## config.mk

```make
export PLATFORM = sky130hd
export DESIGN_NAME = swap_request_scheduler
export DESIGN_NICKNAME = d
export VERILOG_FILES = /design/src/rtl/swap_request_scheduler_pkg.sv /design/src/rtl/swap_req_fifo.sv /design/src/rtl/swap_request_scheduler.sv
export SDC_FILE = /design/constraint.sdc
export NUM_CORES = 1
export LEC_CHECK = 0
export BUFFER_PORTS_ARGS = -buffer_cell sky130_fd_sc_hd__buf_2
export CORE_MARGIN = 1.5
export CORE_UTILIZATION = 46
export CTS_CLUSTER_DIAMETER = 80
export DETAILED_ROUTE_END_ITERATION = 10
export PLACE_DENSITY = 0.68
export RECOVER_POWER = 25
export SLEW_MARGIN = 25
export SYNTH_ARGS = -nofsm -noshare
export SYNTH_HDL_FRONTEND = slang
export SYNTH_HIERARCHICAL = 1
export SYNTH_SLANG_ARGS = --single-unit
```

## constraint.sdc

```tcl
create_clock -name clk -period 3.6 [get_ports clk]
set_clock_uncertainty 0.2 [all_clocks]
set_input_delay 0.54 -clock clk [delete_from_list [all_inputs] [get_ports clk]]
set_output_delay 0.54 -clock clk [all_outputs]
set_load 0.005 [all_outputs]
```

## src/rtl/swap_request_scheduler_pkg.sv

```systemverilog
// Shared types and defaults for the swap request scheduler.
// Queued swap addresses are carried as swap_req_t, so AW must not exceed DEFAULT_AW.
package swap_request_scheduler_pkg;

   localparam int unsigned DEFAULT_AW = 8;
   localparam int unsigned DEFAULT_DW = 8;

   typedef enum logic {
      IDLE,
      SWAP
   } state_t;

   typedef enum logic {
      GRANT_WRITE,
      GRANT_SWAP
   } grant_t;

   typedef struct packed {
      logic [DEFAULT_AW-1:0] a;
      logic [DEFAULT_AW-1:0] b;
   } swap_req_t;

endpackage

```

## src/rtl/swap_req_fifo.sv

```systemverilog
// Synchronous FIFO for pending swap requests; power-of-2 depth, head visible on dout.
module swap_req_fifo #(
   parameter int unsigned WIDTH = 16,
   parameter int unsigned DEPTH = 4
) (
   input  logic                     clk,
   input  logic                     reset,
   input  logic                     push,
   input  logic                     pop,
   input  logic [WIDTH-1:0]         din,
   output logic [WIDTH-1:0]         dout,
   output logic                     full,
   output logic                     empty,
   output logic [$clog2(DEPTH):0]   count
);

   localparam int unsigned PW = $clog2(DEPTH);
   localparam int unsigned CW = PW + 1;

   logic [WIDTH-1:0] mem [DEPTH];
   logic [PW-1:0]    wr_ptr;
   logic [PW-1:0]    rd_ptr;
   logic             do_push;
   logic             do_pop;

   assign full    = (count == CW'(DEPTH));
   assign empty   = (count == '0);
   assign do_push = push & ~full;
   assign do_pop  = pop & ~empty;
   // Head read straight from storage: an entry pushed this cycle is not poppable until the next.
   assign dout    = mem[rd_ptr];

   always_ff @(posedge clk) begin
      if (do_push) begin
         mem[wr_ptr] <= din;
      end
   end

   always_ff @(posedge clk or posedge reset) begin
      if (reset) begin
         wr_ptr <= '0;
         rd_ptr <= '0;
         count  <= '0;
      end else begin
         if (do_push) begin
            wr_ptr <= wr_ptr + PW'(1);
         end
         if (do_pop) begin
            rd_ptr <= rd_ptr + PW'(1);
         end
         case ({do_push, do_pop})
            2'b10:   count <= count + CW'(1);
            2'b01:   count <= count - CW'(1);
            default: count <= count;
         endcase
      end
   end

endmodule

```

## src/rtl/swap_request_scheduler.sv

```systemverilog
// Turns host write and swap requests into swap register file controls,
// alternating writes and queued swaps and holding rf_swap for SWAP_CYCLES cycles.
module swap_request_scheduler
   import swap_request_scheduler_pkg::*;
#(
   parameter int unsigned AW          = DEFAULT_AW,
   parameter int unsigned DW          = DEFAULT_DW,
   parameter int unsigned DEPTH       = 4,
   parameter int unsigned SWAP_CYCLES = 3
) (
   input  logic                     clk,
   input  logic                     reset,
   input  logic                     wr_valid,
   output logic                     wr_ready,
   input  logic [AW-1:0]            wr_addr,
   input  logic [DW-1:0]            wr_data,
   input  logic                     sw_valid,
   output logic                     sw_ready,
   input  logic [AW-1:0]            sw_addr_a,
   input  logic [AW-1:0]            sw_addr_b,
   output logic                     rf_we,
   output logic [AW-1:0]            rf_address_w,
   output logic [DW-1:0]            rf_data_w,
   output logic                     rf_swap,
   output logic [AW-1:0]            rf_address_A,
   output logic [AW-1:0]            rf_address_B,
   output logic                     swap_done,
   output logic                     busy,
   output logic [$clog2(DEPTH):0]   fifo_count
);

   localparam int unsigned      CNT_W    = (SWAP_CYCLES > 1) ? $clog2(SWAP_CYCLES) : 1;
   localparam logic [CNT_W-1:0] CNT_LOAD = CNT_W'(SWAP_CYCLES - 1);

   state_t           state;
   grant_t           last_grant;
   logic [CNT_W-1:0] cnt;
   swap_req_t        req_in;
   swap_req_t        head;
   logic             fifo_full;
   logic             fifo_empty;
   logic             push;
   logic             pop;
   logic             write_grant;
   logic             swap_grant;

   always_comb begin
      req_in.a = DEFAULT_AW'(sw_addr_a);
      req_in.b = DEFAULT_AW'(sw_addr_b);
   end

   assign sw_ready = ~fifo_full;
   assign push     = sw_valid & sw_ready;

   // A write is held off only when it was granted last and a swap is waiting, so both make progress.
   assign wr_ready    = (state == IDLE) & ~(~fifo_empty & (last_grant == GRANT_WRITE));
   assign write_grant = wr_valid & wr_ready;
   assign swap_grant  = (state == IDLE) & ~fifo_empty & (~wr_valid | (last_grant == GRANT_WRITE));
   assign pop         = swap_grant;

   assign busy = (state != IDLE) | ~fifo_empty;

   swap_req_fifo #(
      .WIDTH ($bits(swap_req_t)),
      .DEPTH (DEPTH)
   ) u_fifo (
      .clk   (clk),
      .reset (reset),
      .push  (push),
      .pop   (pop),
      .din   (req_in),
      .dout  (head),
      .full  (fifo_full),
      .empty (fifo_empty),
      .count (fifo_count)
   );

   always_ff @(posedge clk or posedge reset) begin
      if (reset) begin
         state        <= IDLE;
         last_grant   <= GRANT_SWAP;
         cnt          <= '0;
         rf_we        <= 1'b0;
         rf_address_w <= '0;
         rf_data_w    <= '0;
         rf_swap      <= 1'b0;
         rf_address_A <= '0;
         rf_address_B <= '0;
         swap_done    <= 1'b0;
      end else begin
         rf_we     <= 1'b0;
         swap_done <= 1'b0;
         case (state)
            IDLE: begin
               if (write_grant) begin
                  rf_we        <= 1'b1;
                  rf_address_w <= wr_addr;
                  rf_data_w    <= wr_data;
                  last_grant   <= GRANT_WRITE;
               end else if (swap_grant) begin
                  last_grant <= GRANT_SWAP;
                  // Swapping a register with itself is a no-op: retire without touching the file.
                  if (head.a == head.b) begin
                     swap_done <= 1'b1;
                  end else begin
                     rf_swap      <= 1'b1;
                     rf_address_A <= AW'(head.a);
                     rf_address_B <= AW'(head.b);
                     cnt          <= CNT_LOAD;
                     state        <= SWAP;
                  end
               end
            end
            SWAP: begin
               if (cnt == '0) begin
                  rf_swap   <= 1'b0;
                  swap_done <= 1'b1;
                  state     <= IDLE;
               end else begin
                  cnt <= cnt - CNT_W'(1);
               end
            end
            default: state <= IDLE;
         endcase
      end
   end

endmodule
```

# ---- Yosys cells after proc, flatten, opt, wreduce, memory -nomap -nowiden
# Memory sizes are Yosys's and may differ from the RTL's.
# Index checks and enable logic that the tools add are counted.
dict set report word_totals {
  regBits 46
  ram_bits 64
  input_bits 36
  out_inout_bits 41
  mem_count 1
}
dict set report classes {
  add_sub_neg 5
  eq_ne 9
  n_mux 27
  n_bitwise 18
  n_reduce_logical 9
}
# name depth word_bits rd rd_ports_with_merged_regs wr line_no
set memory_table {}
lappend memory_table {u_fifo.mem 4 16 1 0 1 swap_req_fifo.sv:20} ;# logic [WIDTH-1:0] mem [DEPTH];
# operator count
set ops {}
lappend ops {{$mux 1} 18}
lappend ops {{$reduce_and 4->1} 3}
lappend ops {{$and 1x1->1} 8}
lappend ops {{$eq 8x8->1} 1}
lappend ops {{$mux 2} 4}
lappend ops {{$not 1->1} 8}
lappend ops {{$ne 2x2->1 const B} 3}
lappend ops {{$pmux 1 s2} 3}
lappend ops {{$pmux 3 s2} 1}
lappend ops {{$add 2x1->2 const B} 2}
lappend ops {{$ne 2x1->1 const B} 2}
lappend ops {{$pmux 2 s2} 1}
lappend ops {{$reduce_and 2->1} 2}
lappend ops {{$reduce_bool 2->1} 2}
lappend ops {{$add 3x1->3 const B} 1}
lappend ops {{$eq 3x3->1 const B} 1}
lappend ops {{$logic_not 3->1} 1}
lappend ops {{$sub 3x1->3 const B} 1}
lappend ops {{$eq 2x1->1 const B} 1}
lappend ops {{$eq 2x2->1 const B} 1}
lappend ops {{$logic_not 2->1} 1}
lappend ops {{$or 1x1->1} 2}
lappend ops {{$sub 2x1->2 const B} 1}

# ---- Logic depth before layout (Yosys ltp)
dict set report depth {
  ltp_word 8
  mapped_depth 10
}

# ---- By module
# Netlist, hierarchy kept.
# mod instances cells_per_inst area_per_inst_um2 seq_area_each_um2
set modules_own_cells {}
lappend modules_own_cells {swap_req_fifo 1 122 2778.9 2097.0}
lappend modules_own_cells {swap_request_scheduler 1 116 1671.6 977.2}

# ---- Worst setup path after synthesis
# No wires, ideal clock.
dict set report synth_path {
  kind {reg2reg}
  from {register u_fifo.rd_ptr[0]}
  to {register rf_address_A[0]}
  setup_time_ns 0.125
  arrival_ns 2.286
  t_required_ns 3.275
  setup_slack_ns 0.989
  stages_incl_launch_ff 9
  path_buffers 3
  synth_period_minus_slack_ns 2.611
  path_cell_list {dfrtp_1 -> buf_6 -> buf_12 -> mux4_2 -> xor2_1 -> nor4_4 -> a31oi_4 -> buf_6 -> mux2_4}
}
# item line_no
set synth_rtl {}
lappend synth_rtl {{start, declared} swap_req_fifo.sv:22} ;# logic [PW-1:0] rd_ptr;
lappend synth_rtl {{start signal, assigned} swap_req_fifo.sv:49} ;# rd_ptr <= rd_ptr + PW'(1);
lappend synth_rtl {{end signal, assigned} swap_request_scheduler.sv:107} ;# rf_address_A <= AW'(head.a);
lappend synth_rtl {{end, declared} swap_request_scheduler.sv:25} ;# output logic [AW-1:0] rf_address_A,

==> run metrics <==
CTS tree yes; Data arrival, critical path between 3 and 4 ns; fin crit period 2.97 ns; worst slew pin tran 0.894 ns; clock latency on the worst-skew pair 0.36 ns; Clock Power Share 0.171; post-DR wirelength/cell about 16 um; Pleak 2.06 nW; clk slew on worst S/H paths 0.10 ns; Critical Path Sink rf_address_A[4]; DP Worst Slack between 0.6 and 0.7 ns; die area 10300 um^2; total wire length 7160 um; Synth Flop Type edfxtp_1; Placement Rows 35; WL met3 roughly 390 um; FMAX around 340 MHz; final core utilization 0.552; clock root buffer clkbuf_8; clk sinks between 100 and 150; # DRC 0; Pint ~3 mW; Yosys top cell area share 0.432; antenna violations before repair 0; mean post-synth cell area ~19 um^2; die width slightly above 100 um; vias per std cell between 4 and 5; Starting Density 0.477; Cell Area, Synth between 4000 and 5000 um^2; Worst Path Required 3.64 ns; final worst slack ~0.63 ns; Post-synth ARST share 0.418; startpoint class of the critical path flop; Fillers 780; EDFF count, synth 64; post-CTS resize count 0; Iter 0 DRT Violations 83; Reg2Reg Setup Slack around 0.63 ns; Max Used Layer met4; most common cell after layout, fill and taps aside edfxtp_1; nets 365; commonest cells after routing, fill and taps aside edfxtp_1 (64), buf_2 (59), dfrtp_1 (45); register area just over 3000 um^2; fin cells 456; pwr dens 861 nW/um^2; vias in the first global route between 2k and 2.5k; area of the multi-input gates between 1000 and 1500 um^2; CTS buffer count 9; Seq/Total Area, Yosys 0.691; sw power between 1 and 1.5 mW; Max VDD drop between 0.2 and 0.3 mV; Post-Syn Instances around 240; share of cells above drive strength 1 0.382; Global Route Usage Sum 0.150; clock buffer depth 2; Mapped Nets between 200 and 300; CORE AREA between 9000 and 10000 um^2; period utilisation layout 0.825; Slew headroom 0.404; first-pass GRT wire length between 10000 and 15000 um; via count 2261; largest net degree at the start of global routing 23; GR Overflow Total 0; Flop pwr share 0.451; fin. max-slew vios 0; routability cong. 0.713; PortBufs 76; worst-path maximum fanout 16; Worst Setup End Kind flop; Seq cells post-synth 110; Die Height 101 um; kind of critical path flop to flop; HP Class input port to flop; Final Hold Viols 0; drt first pass iters 4; io pins 77; yosys warns 6; CP startpoint u_fifo/rd_ptr[0]; status complete, no violations; Area Overhead vs Synth 15.7%; combinational share of power 0.378; switch share 0.323; setup TNS 0 ns; Post-DP HPWL 4970 um; met1 wire length ~3400 um; fin area slightly above 5000 um^2; DP Area between 4000 and 5000 um^2; RSZ-0062 raised after global routing no; DP Cell Count ~440; FF-to-FF Start u_fifo/rd_ptr[0]; cells on worst reg2reg path 6; total of max-cap violations 0; FF-to-FF End rf_address_A[4]; met2 wire len 3330 um; H-tree Lvls 3; antenna cells 0; Antenna Violating Nets Remaining 0; final setup violation count 0; post-synth top area cell edfxtp_1; ranking of synthesized cells by area edfxtp_1 (43%), dfrtp_1 (25%), mux2_2 (6.1%); distinct cell type count after synthesis 35
[power groups by stage]
stage	Sequential, mW	Combinational (mW)	Clock [mW]
2_1_floorplan	1.98	1.27	0
3_3_place_gp	2.02	1.66	0
3_5_place_dp	2.04	1.70	0
4_1_cts	2.01	1.70	0.783
5_1_grt	2.06	1.85	0.828
6_report	2.00	1.67	0.758
[layer usage]
metal,GRT usage,up-vias
met5,0,-
met1,0.194,1128
met3,0.0414,6
met4,0.0609,0
li1,-,1054
met2,0.240,73
[worst min-delay path by stage]
stage | startpoint | to | depth (start not counted)
2_1_floorplan | reset | u_fifo/count[0] | 1
3_3_place_gp | rf_swap | rf_swap | 2
3_5_place_dp | rf_swap | rf_swap | 2
4_1_cts | sw_addr_b[2] | u_fifo/mem[1][2] | 1
5_1_grt | wr_addr[0] | rf_address_w[0] | 2
6_report | wr_addr[1] | rf_address_w[1] | 2
[worst max-delay path: stages, from the launching register on]
cell     delay (ns)
dfrtp_1        0.40
buf_4          0.31
mux4_1         0.64
xor2_1         0.26
nor4_4         0.10
a31oi_4        0.55
mux2_2         0.40
[metrics by stage]
step | hold WS [ns] | total power [mW]
global route | 0.191 | 4.74
detailed placement | 0.260 | 3.73
finish | 0.208 | 4.43
global placement | 0.270 | 3.68
floorplan | 0.143 | 3.25
CTS | 0.163 | 4.49
[synth_stat cells (3+ instances only)]
cell type	n
and2_1	4
buf_2	4
dfrtp_1	45
edfxtp_1	64
ha_1	6
inv_1	12
mux2_2	24
mux2_4	9
mux4_1	8
mux4_2	8
nand2_1	7
nand2b_1	4
nor2_1	7
xnor2_1	3
xor2_1	11
[logic make-up (layout without fill, tap and decap cells)]
group	after synthesis	count (layout)	synth area share
AOI/OAI and AO/OA	9	9	0.0174
xor gates and xnor gates	14	14	0.0276
adders and majority gates	7	7	0.0214
buffers and inverters	19	108	0.0242
and+or+nand+nor	29	29	0.0377
DFF	110	110	0.691
muxes	50	50	0.181
[registers in the layout, summed over array words and instances, names as in the netlist, 3 cells and up]
| register | flops |
|---|---|
| u_fifo/mem | 64 |
| rf_address_B | 8 |
| rf_address_A | 8 |
| rf_data_w | 8 |
| u_fifo/count | 3 |
| rf_address_w | 8 |
[timing repair]
item                      CTS  global route
hold buffers                1             0
hold endpoints to repair    7             0
buffers inserted            0             0
[final cells by class]
| class | instances | share of cell area |
|---|---|---|
| clock buffers | 11 | 0.0275 |
| multi-input cells | 109 | 0.246 |
| inverters | 12 | 0.00875 |
| well taps | 129 | 0.0313 |
| flip-flops and latches | 110 | 0.597 |
| clock inverters | 5 | 0.0129 |
| repair buffers | 80 | 0.0761 |
No activity file was read; power rests on OpenSTA's default activity.
